--- config.mk ---
export PLATFORM = sky130hd
export DESIGN_NAME = adder_prefix_pipe_flat
export DESIGN_NICKNAME = d
export VERILOG_FILES = /design/src/rtl/adder_prefix_pipe_pkg.sv /design/src/rtl/adder_prefix_pipe_if.sv /design/src/rtl/adder_prefix_pipe_level.sv /design/src/rtl/adder_prefix_pipe.sv /design/src/flat_wrapper.sv
export SDC_FILE = /design/constraint.sdc
export NUM_CORES = 1
export LEC_CHECK = 0
export BUFFER_PORTS_ARGS = -buffer_cell sky130_fd_sc_hd__buf_4
export CAP_MARGIN = 20
export CORE_MARGIN = 3
export CORE_UTILIZATION = 62
export CTS_BUF_LIST = sky130_fd_sc_hd__clkbuf_2 sky130_fd_sc_hd__clkbuf_4 sky130_fd_sc_hd__clkbuf_8
export DETAILED_ROUTE_END_ITERATION = 8
export MAX_ROUTING_LAYER = met4
export PLACE_DENSITY_LB_ADDON = 0.05
export SYNTH_ARGS = -nofsm -noshare
export SYNTH_HDL_FRONTEND = slang
export SYNTH_SLANG_ARGS = --single-unit
--- constraint.sdc ---
create_clock -name clk -period 17.1 [get_ports clk]
set_input_delay 0 -clock clk [delete_from_list [all_inputs] [get_ports clk]]
set_output_delay 0 -clock clk [all_outputs]
set_load 0.1 [all_outputs]
--- src/rtl/adder_prefix_pipe_pkg.sv ---
// Shared constants and helpers for the pipelined Kogge-Stone adder.
package adder_prefix_pipe_pkg;

    localparam int unsigned LEN_DATA      = 32;
    localparam int unsigned LOG2_LEN_DATA = 5;
    // Accept-to-result latency, exported for the issue scoreboard.
    localparam int unsigned ADD_PIPE_LAT  = LOG2_LEN_DATA + 1;

    function automatic int unsigned ks_dist(input int unsigned level);
        return 32'(1) << level;
    endfunction

endpackage

--- src/rtl/adder_prefix_pipe_if.sv ---
// Producer/consumer handshake bundle for adder_prefix_pipe.
interface adder_prefix_pipe_if
    import adder_prefix_pipe_pkg::*;
#(
    parameter int unsigned WIDTH = LEN_DATA
) ();

    logic             in_valid;
    logic             in_ready;
    logic [WIDTH-1:0] gen_in;
    logic [WIDTH-1:0] prop_in;
    logic [WIDTH-1:0] hsum_in;
    logic             cin;

    logic             out_valid;
    logic             out_ready;
    logic [WIDTH-1:0] sum;
    logic             cout;
    logic             ovf;

    modport slave (
        input  in_valid, gen_in, prop_in, hsum_in, cin, out_ready,
        output in_ready, out_valid, sum, cout, ovf
    );

    modport master (
        output in_valid, gen_in, prop_in, hsum_in, cin, out_ready,
        input  in_ready, out_valid, sum, cout, ovf
    );

endinterface

--- src/rtl/adder_prefix_pipe_level.sv ---
// One combinational Kogge-Stone prefix level combining bit i with bit i-DIST.
module adder_prefix_level #(
    parameter int unsigned WIDTH = 32,
    parameter int unsigned DIST  = 1
) (
    input  logic [WIDTH-1:0] i_g,
    input  logic [WIDTH-1:0] i_p,
    output logic [WIDTH-1:0] o_g,
    output logic [WIDTH-1:0] o_p
);

    // Bits below DIST have no partner and pass through unchanged.
    localparam logic [WIDTH-1:0] LOW_MASK = WIDTH'((64'd1 << DIST) - 64'd1);

    always_comb begin
        o_g = i_g | (i_p & (i_g << DIST));
        o_p = i_p & ((i_p << DIST) | LOW_MASK);
    end

endmodule

--- src/rtl/adder_prefix_pipe.sv ---
// Pipelined Kogge-Stone carry tree: one register per prefix level plus a
// registered sum/cout/ovf output stage, with valid/ready flow control and flush.
module adder_prefix_pipe
    import adder_prefix_pipe_pkg::*;
#(
    parameter int unsigned WIDTH  = LEN_DATA,
    parameter int unsigned LEVELS = LOG2_LEN_DATA
) (
    input  logic               clk,
    input  logic               rst,
    input  logic               flush,
    adder_prefix_pipe_if.slave bus
);

    logic [WIDTH-1:0]  r_g    [LEVELS];
    logic [WIDTH-1:0]  r_p    [LEVELS];
    logic [WIDTH-1:0]  r_hsum [LEVELS];
    logic [LEVELS-1:0] r_cin;
    logic [LEVELS-1:0] r_vld;

    logic              r_out_valid;
    logic [WIDTH-1:0]  r_sum;
    logic              r_cout;
    logic              r_ovf;

    logic [WIDTH-1:0]  w_g_in [LEVELS];
    logic [WIDTH-1:0]  w_p_in [LEVELS];
    logic [WIDTH-1:0]  w_g_nx [LEVELS];
    logic [WIDTH-1:0]  w_p_nx [LEVELS];

    logic              w_en;
    logic              w_accept;
    logic              w_last_load;
    logic [WIDTH-1:0]  w_c;
    logic [WIDTH-1:0]  w_sum;
    logic              w_cout;
    logic              w_ovf;

    // The whole pipe advances together unless a held result is blocked.
    assign w_en        = ~r_out_valid | bus.out_ready;
    assign bus.in_ready = w_en & ~flush;
    assign w_accept    = bus.in_valid & bus.in_ready;
    assign w_last_load = w_en & r_vld[LEVELS-1] & ~flush;

    genvar k;
    generate
        for (k = 0; k < LEVELS; k++) begin : g_level
            if (k == 0) begin : g_first
                assign w_g_in[k] = bus.gen_in;
                assign w_p_in[k] = bus.prop_in;
            end else begin : g_rest
                assign w_g_in[k] = r_g[k-1];
                assign w_p_in[k] = r_p[k-1];
            end

            adder_prefix_level #(
                .WIDTH (WIDTH),
                .DIST  (ks_dist(k))
            ) u_level (
                .i_g (w_g_in[k]),
                .i_p (w_p_in[k]),
                .o_g (w_g_nx[k]),
                .o_p (w_p_nx[k])
            );
        end
    endgenerate

    // Carry into bit i is the full group generate of bits i-1..0.
    always_comb begin
        w_c    = {r_g[LEVELS-1][WIDTH-2:0], r_cin[LEVELS-1]};
        w_sum  = r_hsum[LEVELS-1] ^ w_c;
        w_cout = r_g[LEVELS-1][WIDTH-1];
        w_ovf  = w_cout ^ w_c[WIDTH-1];
    end

    always_ff @(posedge clk or posedge rst) begin
        if (rst) begin
            for (int unsigned i = 0; i < LEVELS; i++) begin
                r_g[i]    <= '0;
                r_p[i]    <= '0;
                r_hsum[i] <= '0;
            end
            r_cin       <= '0;
            r_vld       <= '0;
            r_out_valid <= 1'b0;
            r_sum       <= '0;
            r_cout      <= 1'b0;
            r_ovf       <= 1'b0;
        end else begin
            if (w_en) begin
                for (int unsigned i = 0; i < LEVELS; i++) begin
                    r_g[i] <= w_g_nx[i];
                    r_p[i] <= w_p_nx[i];
                end
                r_hsum[0] <= bus.hsum_in;
                for (int unsigned i = 1; i < LEVELS; i++) begin
                    r_hsum[i] <= r_hsum[i-1];
                end
                r_cin       <= {r_cin[LEVELS-2:0], bus.cin};
                r_vld       <= {r_vld[LEVELS-2:0], w_accept};
                r_out_valid <= r_vld[LEVELS-1];
            end
            // Result fields only move when a live beat lands, so they hold across bubbles.
            if (w_last_load) begin
                r_sum  <= w_sum;
                r_cout <= w_cout;
                r_ovf  <= w_ovf;
            end
            if (flush) begin
                r_vld       <= '0;
                r_out_valid <= 1'b0;
            end
        end
    end

    assign bus.out_valid = r_out_valid;
    assign bus.sum       = r_sum;
    assign bus.cout      = r_cout;
    assign bus.ovf       = r_ovf;

endmodule

--- src/flat_wrapper.sv ---
// flat-port wrapper written by rule: the top's interface ports become plain ports
module adder_prefix_pipe_flat import adder_prefix_pipe_pkg::*;
#(
    parameter int unsigned WIDTH  = LEN_DATA,
    parameter int unsigned LEVELS = LOG2_LEN_DATA
)
  (clk, rst, flush, bus_in_valid, bus_gen_in, bus_prop_in, bus_hsum_in, bus_cin, bus_out_ready, bus_in_ready, bus_out_valid, bus_sum, bus_cout, bus_ovf);
  adder_prefix_pipe_if #(.WIDTH(WIDTH)) bus_i ();
  input  logic clk;
  input  logic rst;
  input  logic flush;
  input wire logic [$bits(bus_i.in_valid)-1:0] bus_in_valid;
  input wire logic [$bits(bus_i.gen_in)-1:0] bus_gen_in;
  input wire logic [$bits(bus_i.prop_in)-1:0] bus_prop_in;
  input wire logic [$bits(bus_i.hsum_in)-1:0] bus_hsum_in;
  input wire logic [$bits(bus_i.cin)-1:0] bus_cin;
  input wire logic [$bits(bus_i.out_ready)-1:0] bus_out_ready;
  output wire logic [$bits(bus_i.in_ready)-1:0] bus_in_ready;
  output wire logic [$bits(bus_i.out_valid)-1:0] bus_out_valid;
  output wire logic [$bits(bus_i.sum)-1:0] bus_sum;
  output wire logic [$bits(bus_i.cout)-1:0] bus_cout;
  output wire logic [$bits(bus_i.ovf)-1:0] bus_ovf;
  assign bus_i.in_valid = bus_in_valid;
  assign bus_i.gen_in = bus_gen_in;
  assign bus_i.prop_in = bus_prop_in;
  assign bus_i.hsum_in = bus_hsum_in;
  assign bus_i.cin = bus_cin;
  assign bus_i.out_ready = bus_out_ready;
  assign bus_in_ready = bus_i.in_ready;
  assign bus_out_valid = bus_i.out_valid;
  assign bus_sum = bus_i.sum;
  assign bus_cout = bus_i.cout;
  assign bus_ovf = bus_i.ovf;
  adder_prefix_pipe #(.WIDTH(WIDTH), .LEVELS(LEVELS)) u_core (.clk(clk), .rst(rst), .flush(flush), .bus(bus_i));
endmodule
==> impl_metrics.xml <==
<?xml version="1.0" encoding="UTF-8"?>
<metrics>
  <group name="hold_path">
    <metric name="hold-path-cell-count" unit="">5</metric>
    <metric name="holdCritPathClass" unit="">input port to flop</metric>
    <metric name="hold_end" unit="">u_core.r_p[123]</metric>
    <metric name="worst_min_path_start" unit="">bus_out_ready</metric>
  </group>
  <group name="run_status">
    <metric name="status" unit="">complete, no violations</metric>
  </group>
  <group name="route">
    <metric name="drt-vias-per-instance" unit="">5.308</metric>
    <metric name="iteration_count_of_the_initial_detailed_routing_pass" unit="">5</metric>
    <metric name="post-route-drc-count" unit="">0</metric>
    <metric name="postRouteWirelength" unit="mm">40.61</metric>
    <metric name="vias" unit="">13810</metric>
    <metric name="wl_per_cell" unit="um">15.61</metric>
    <metric name="detail-route-antenna-nets" unit="">0</metric>
    <metric name="first_iteration_detailed_routing_drc_count" unit="">1148</metric>
  </group>
  <group name="placement">
    <metric name="hpwl" unit="mm">24.15</metric>
    <metric name="routabilityCongestion" unit="">0.8391</metric>
    <metric name="buffer_ports.inserted" unit="">136</metric>
  </group>
  <group name="clock_tree">
    <metric name="cts_inserted_buffers" unit="">74</metric>
    <metric name="clock_tree.htree_level_count" unit="">3</metric>
    <metric name="clkSinkCount" unit="">463</metric>
    <metric name="cts_setup_buffers" unit="">0</metric>
    <metric name="clock_path_buffers" unit="">3</metric>
    <metric name="clockRootBuffer" unit="">sky130_fd_sc_hd__clkbuf_8</metric>
    <metric name="cts_resized" unit="">0</metric>
    <metric name="worstSkewPairLatency" unit="ns">0.59</metric>
    <metric name="tritoncts" unit="">built</metric>
    <metric name="cts_hold_repair.buffers" unit="">130</metric>
    <metric name="cts.clk_slew.worst_paths" unit="ns">0.06</metric>
  </group>
  <group name="logic_synthesis">
    <metric name="synth_sequential_area_ratio" unit="%">64.25</metric>
    <metric name="synth_cells" unit="">1920</metric>
    <metric name="syn-num-nets" unit="">2022</metric>
    <metric name="synthesis.area" unit="mm2">0.01803</metric>
    <metric name="netlist.top_cell.by_area" unit="">sky130_fd_sc_hd__dfrtp_1</metric>
    <metric name="synth_cell_types" unit="">17</metric>
    <metric name="yosysWarningCount" unit="">0</metric>
    <metric name="syn_area_per_cell" unit="um2">9.392</metric>
    <metric name="synth.top_cells.by_area" unit="">sky130_fd_sc_hd__dfrtp_1, sky130_fd_sc_hd__nand2_1, sky130_fd_sc_hd__a21oi_1</metric>
    <metric name="yosysTopAreaCellShare" unit="%">64.25</metric>
    <metric name="ys_ff_latch" unit="">463</metric>
  </group>
  <group name="timing">
    <metric name="timing_max_transition_violations_final" unit="">0</metric>
    <metric name="final.period_utilization" unit="%">17.46</metric>
    <metric name="rsz0062_at_grt" unit="">no</metric>
    <metric name="report.final.setup_viol" unit="">0</metric>
    <metric name="final_hold_viol_count" unit="">0</metric>
    <metric name="min_clock_period_post_route" unit="ns">2.987</metric>
    <metric name="fmax" unit="MHz">334.8</metric>
    <metric name="clock_skew" unit="ns">0.02240</metric>
    <metric name="totalNegativeSetupSlack" unit="ns">0</metric>
    <metric name="fin_hold_ws" unit="ns">0.07417</metric>
    <metric name="tightestPinTransition" unit="ns">1.149</metric>
    <metric name="timing.slew.headroom" unit="%">23.41</metric>
  </group>
  <group name="critical_path">
    <metric name="arrival" unit="ns">3.41</metric>
    <metric name="crit_top_cell" unit="">sky130_fd_sc_hd__buf_4</metric>
    <metric name="critical_path_buf_inv_count" unit="">4</metric>
    <metric name="crit_slowest_cell" unit="">sky130_fd_sc_hd__buf_12</metric>
    <metric name="ff2ff_path_depth" unit="">6</metric>
    <metric name="type_of_element_capturing_the_critical_path" unit="">flop</metric>
    <metric name="rr_endpoint" unit="">u_core.r_g[70]</metric>
    <metric name="cpLargestDelayFamily" unit="">buffers and inverters</metric>
    <metric name="ff2ff_setup_slack" unit="ns">14.11</metric>
    <metric name="peak_fanout_along_the_critical_path" unit="">265</metric>
    <metric name="classification_of_the_worst_setup_path" unit="">flop to flop</metric>
    <metric name="crit-reg2reg-launch" unit="">u_core.bus.out_valid</metric>
    <metric name="crit_chain" unit="">nor2b_4, buf_4, buf_12, buf_4, buf_16, o21ai_0</metric>
    <metric name="critical_path.startpoint_type" unit="">flop</metric>
    <metric name="worst_ep_required_time" unit="ns">17.52</metric>
    <metric name="worst_path_largest_cell_delay" unit="ns">0.73</metric>
  </group>
  <group name="die">
    <metric name="rows" unit="">61</metric>
    <metric name="die_area" unit="mm2">0.03117</metric>
    <metric name="placeableCoreArea" unit="mm2">0.02824</metric>
    <metric name="floorplan.die.width" unit="um">176.5</metric>
    <metric name="floorplan.initialDensity" unit="%">63.85</metric>
    <metric name="io-pin-count" unit="">138</metric>
    <metric name="die_height" unit="um">176.5</metric>
  </group>
  <group name="finish">
    <metric name="layout_commonest_cell" unit="">sky130_fd_sc_hd__nand2_1</metric>
    <metric name="area.growth.synth_to_final" unit="%">22.44</metric>
    <metric name="final_nets" unit="">2275</metric>
    <metric name="diodes" unit="">0</metric>
    <metric name="drive_above_1_share" unit="%">13.94</metric>
    <metric name="most_used_cells_in_the_layout_excluding_fill_and_tap_cells" unit="">sky130_fd_sc_hd__nand2_1, sky130_fd_sc_hd__dfrtp_1, sky130_fd_sc_hd__buf_4</metric>
  </group>
  <group name="global_route">
    <metric name="global_route.usage.total" unit="%">27.65</metric>
    <metric name="grt_first_pass_wirelength" unit="mm">67.30</metric>
    <metric name="number_of_global_route_vias_before_repair" unit="">13510</metric>
    <metric name="pin_count_of_the_biggest_net_entering_global_routing" unit="">266</metric>
    <metric name="number_of_antenna_violations_at_the_first_check_in_global_routing" unit="">0</metric>
    <metric name="globalRoute.totalOverflow" unit="">0</metric>
  </group>
  <group name="pwr">
    <metric name="total_leakage_power" unit="nW">10.78</metric>
    <metric name="peakVddDrop" unit="uV">66.64</metric>
    <metric name="power_density" unit="mW/mm2">111.7</metric>
  </group>
  <group name="flow_run">
    <metric name="drv_cap" unit="">0</metric>
  </group>
</metrics>
kinds of logic after synthesis:
group           after synthesis  share of synthesized area, %
simple gates               1027                         22.21
mux                          34                         2.123
buf+inv                     100                         2.512
xor+xnor                     33                         1.603
compound gates              263                         7.299
flops                       463                         64.25
sequential cells by signal, summed over array words and instances, names as in the netlist:
name / cells
u_core.bus.cout: 1
u_core.r_cin: 5
u_core.r_g: 160
u_core.bus.out_valid: 1
u_core.r_vld: 5
u_core.r_hsum: 160
u_core.r_p: 98
u_core.bus.ovf: 1
u_core.bus.sum: 32
power breakdown:
part	total [mW]	internal, mW	switching [mW]	leakage, nW
registers	1.22	1.17	0.0554	5.51
clock network	0.971	0.557	0.415	0.818
logic	0.270	0.0914	0.179	4.45
stage by stage:
| stage | instances | worst slack [ns] | instance area (um2) | total power, mW | utilization (%) |
|---|---|---|---|---|---|
| final | 2602 | 14.11 | 22080 | 2.466 | 78.18 |
| after global routing | 2602 | 13.79 | 22080 | 2.562 | 78.18 |
| after detailed placement | 2344 | 13.72 | 19200 | 1.489 | 67.98 |
| after global placement | 2344 | 13.79 | 19200 | 1.481 | 67.98 |
| after CTS | 2601 | 13.66 | 22050 | 2.482 | 78.09 |
| after floorplan | 1920 | 4.189 | 18030 | 1.401 | - |
cells in the mapped netlist (all sizes together):
library cell and count:
nor3b 1, mux2 34, nand3 98, clkbuf 54, nor2 3, a21oi 134
xor2 33, o21ai 129, inv 1, nor2b 1, nand2b 1, buf 45
nand2 923, dfrtp 463
tightest hold or removal path: stages:
cell                      delay [ns]
sky130_fd_sc_hd__buf_4          0.10
sky130_fd_sc_hd__nor2b_4        0.03
sky130_fd_sc_hd__buf_4          0.29
sky130_fd_sc_hd__nand2_1        0.13
sky130_fd_sc_hd__nand2_1        0.04
area by class of cell:
class                   count  area [um2]
clock inverters             9       91.34
inverters                   1       11.26
fillers                  1960        6161
well taps                 378       473.0
flip-flops and latches    463       11590
repair buffers            276        2455
clock buffers             118        1461
multi-input cells        1357        6001
metal layers:
metal	share of wire (%)	wire (um)	track usage (%)
met5	0	0	-
met1	45	18440	39.01
met2	48	19560	42.74
met3	4.1	1681	3.957
met4	2.3	934	8.314
worst max path at each step:
stage,start,end,slack [ns],cells after the start
final,u_core.bus.out_valid,u_core.r_g[70],14.11,6
after global routing,u_core.bus.out_valid,u_core.r_g[68],13.79,6
after CTS,u_core.bus.out_valid,u_core.r_g[70],13.66,5
after detailed placement,u_core.bus.out_valid,u_core.r_g[75],13.72,5
after global placement,u_core.bus.out_valid,u_core.r_g[68],13.79,5
after floorplan,rst,u_core.bus.cout,4.19,1
No activity file was read; power rests on OpenSTA's default activity.
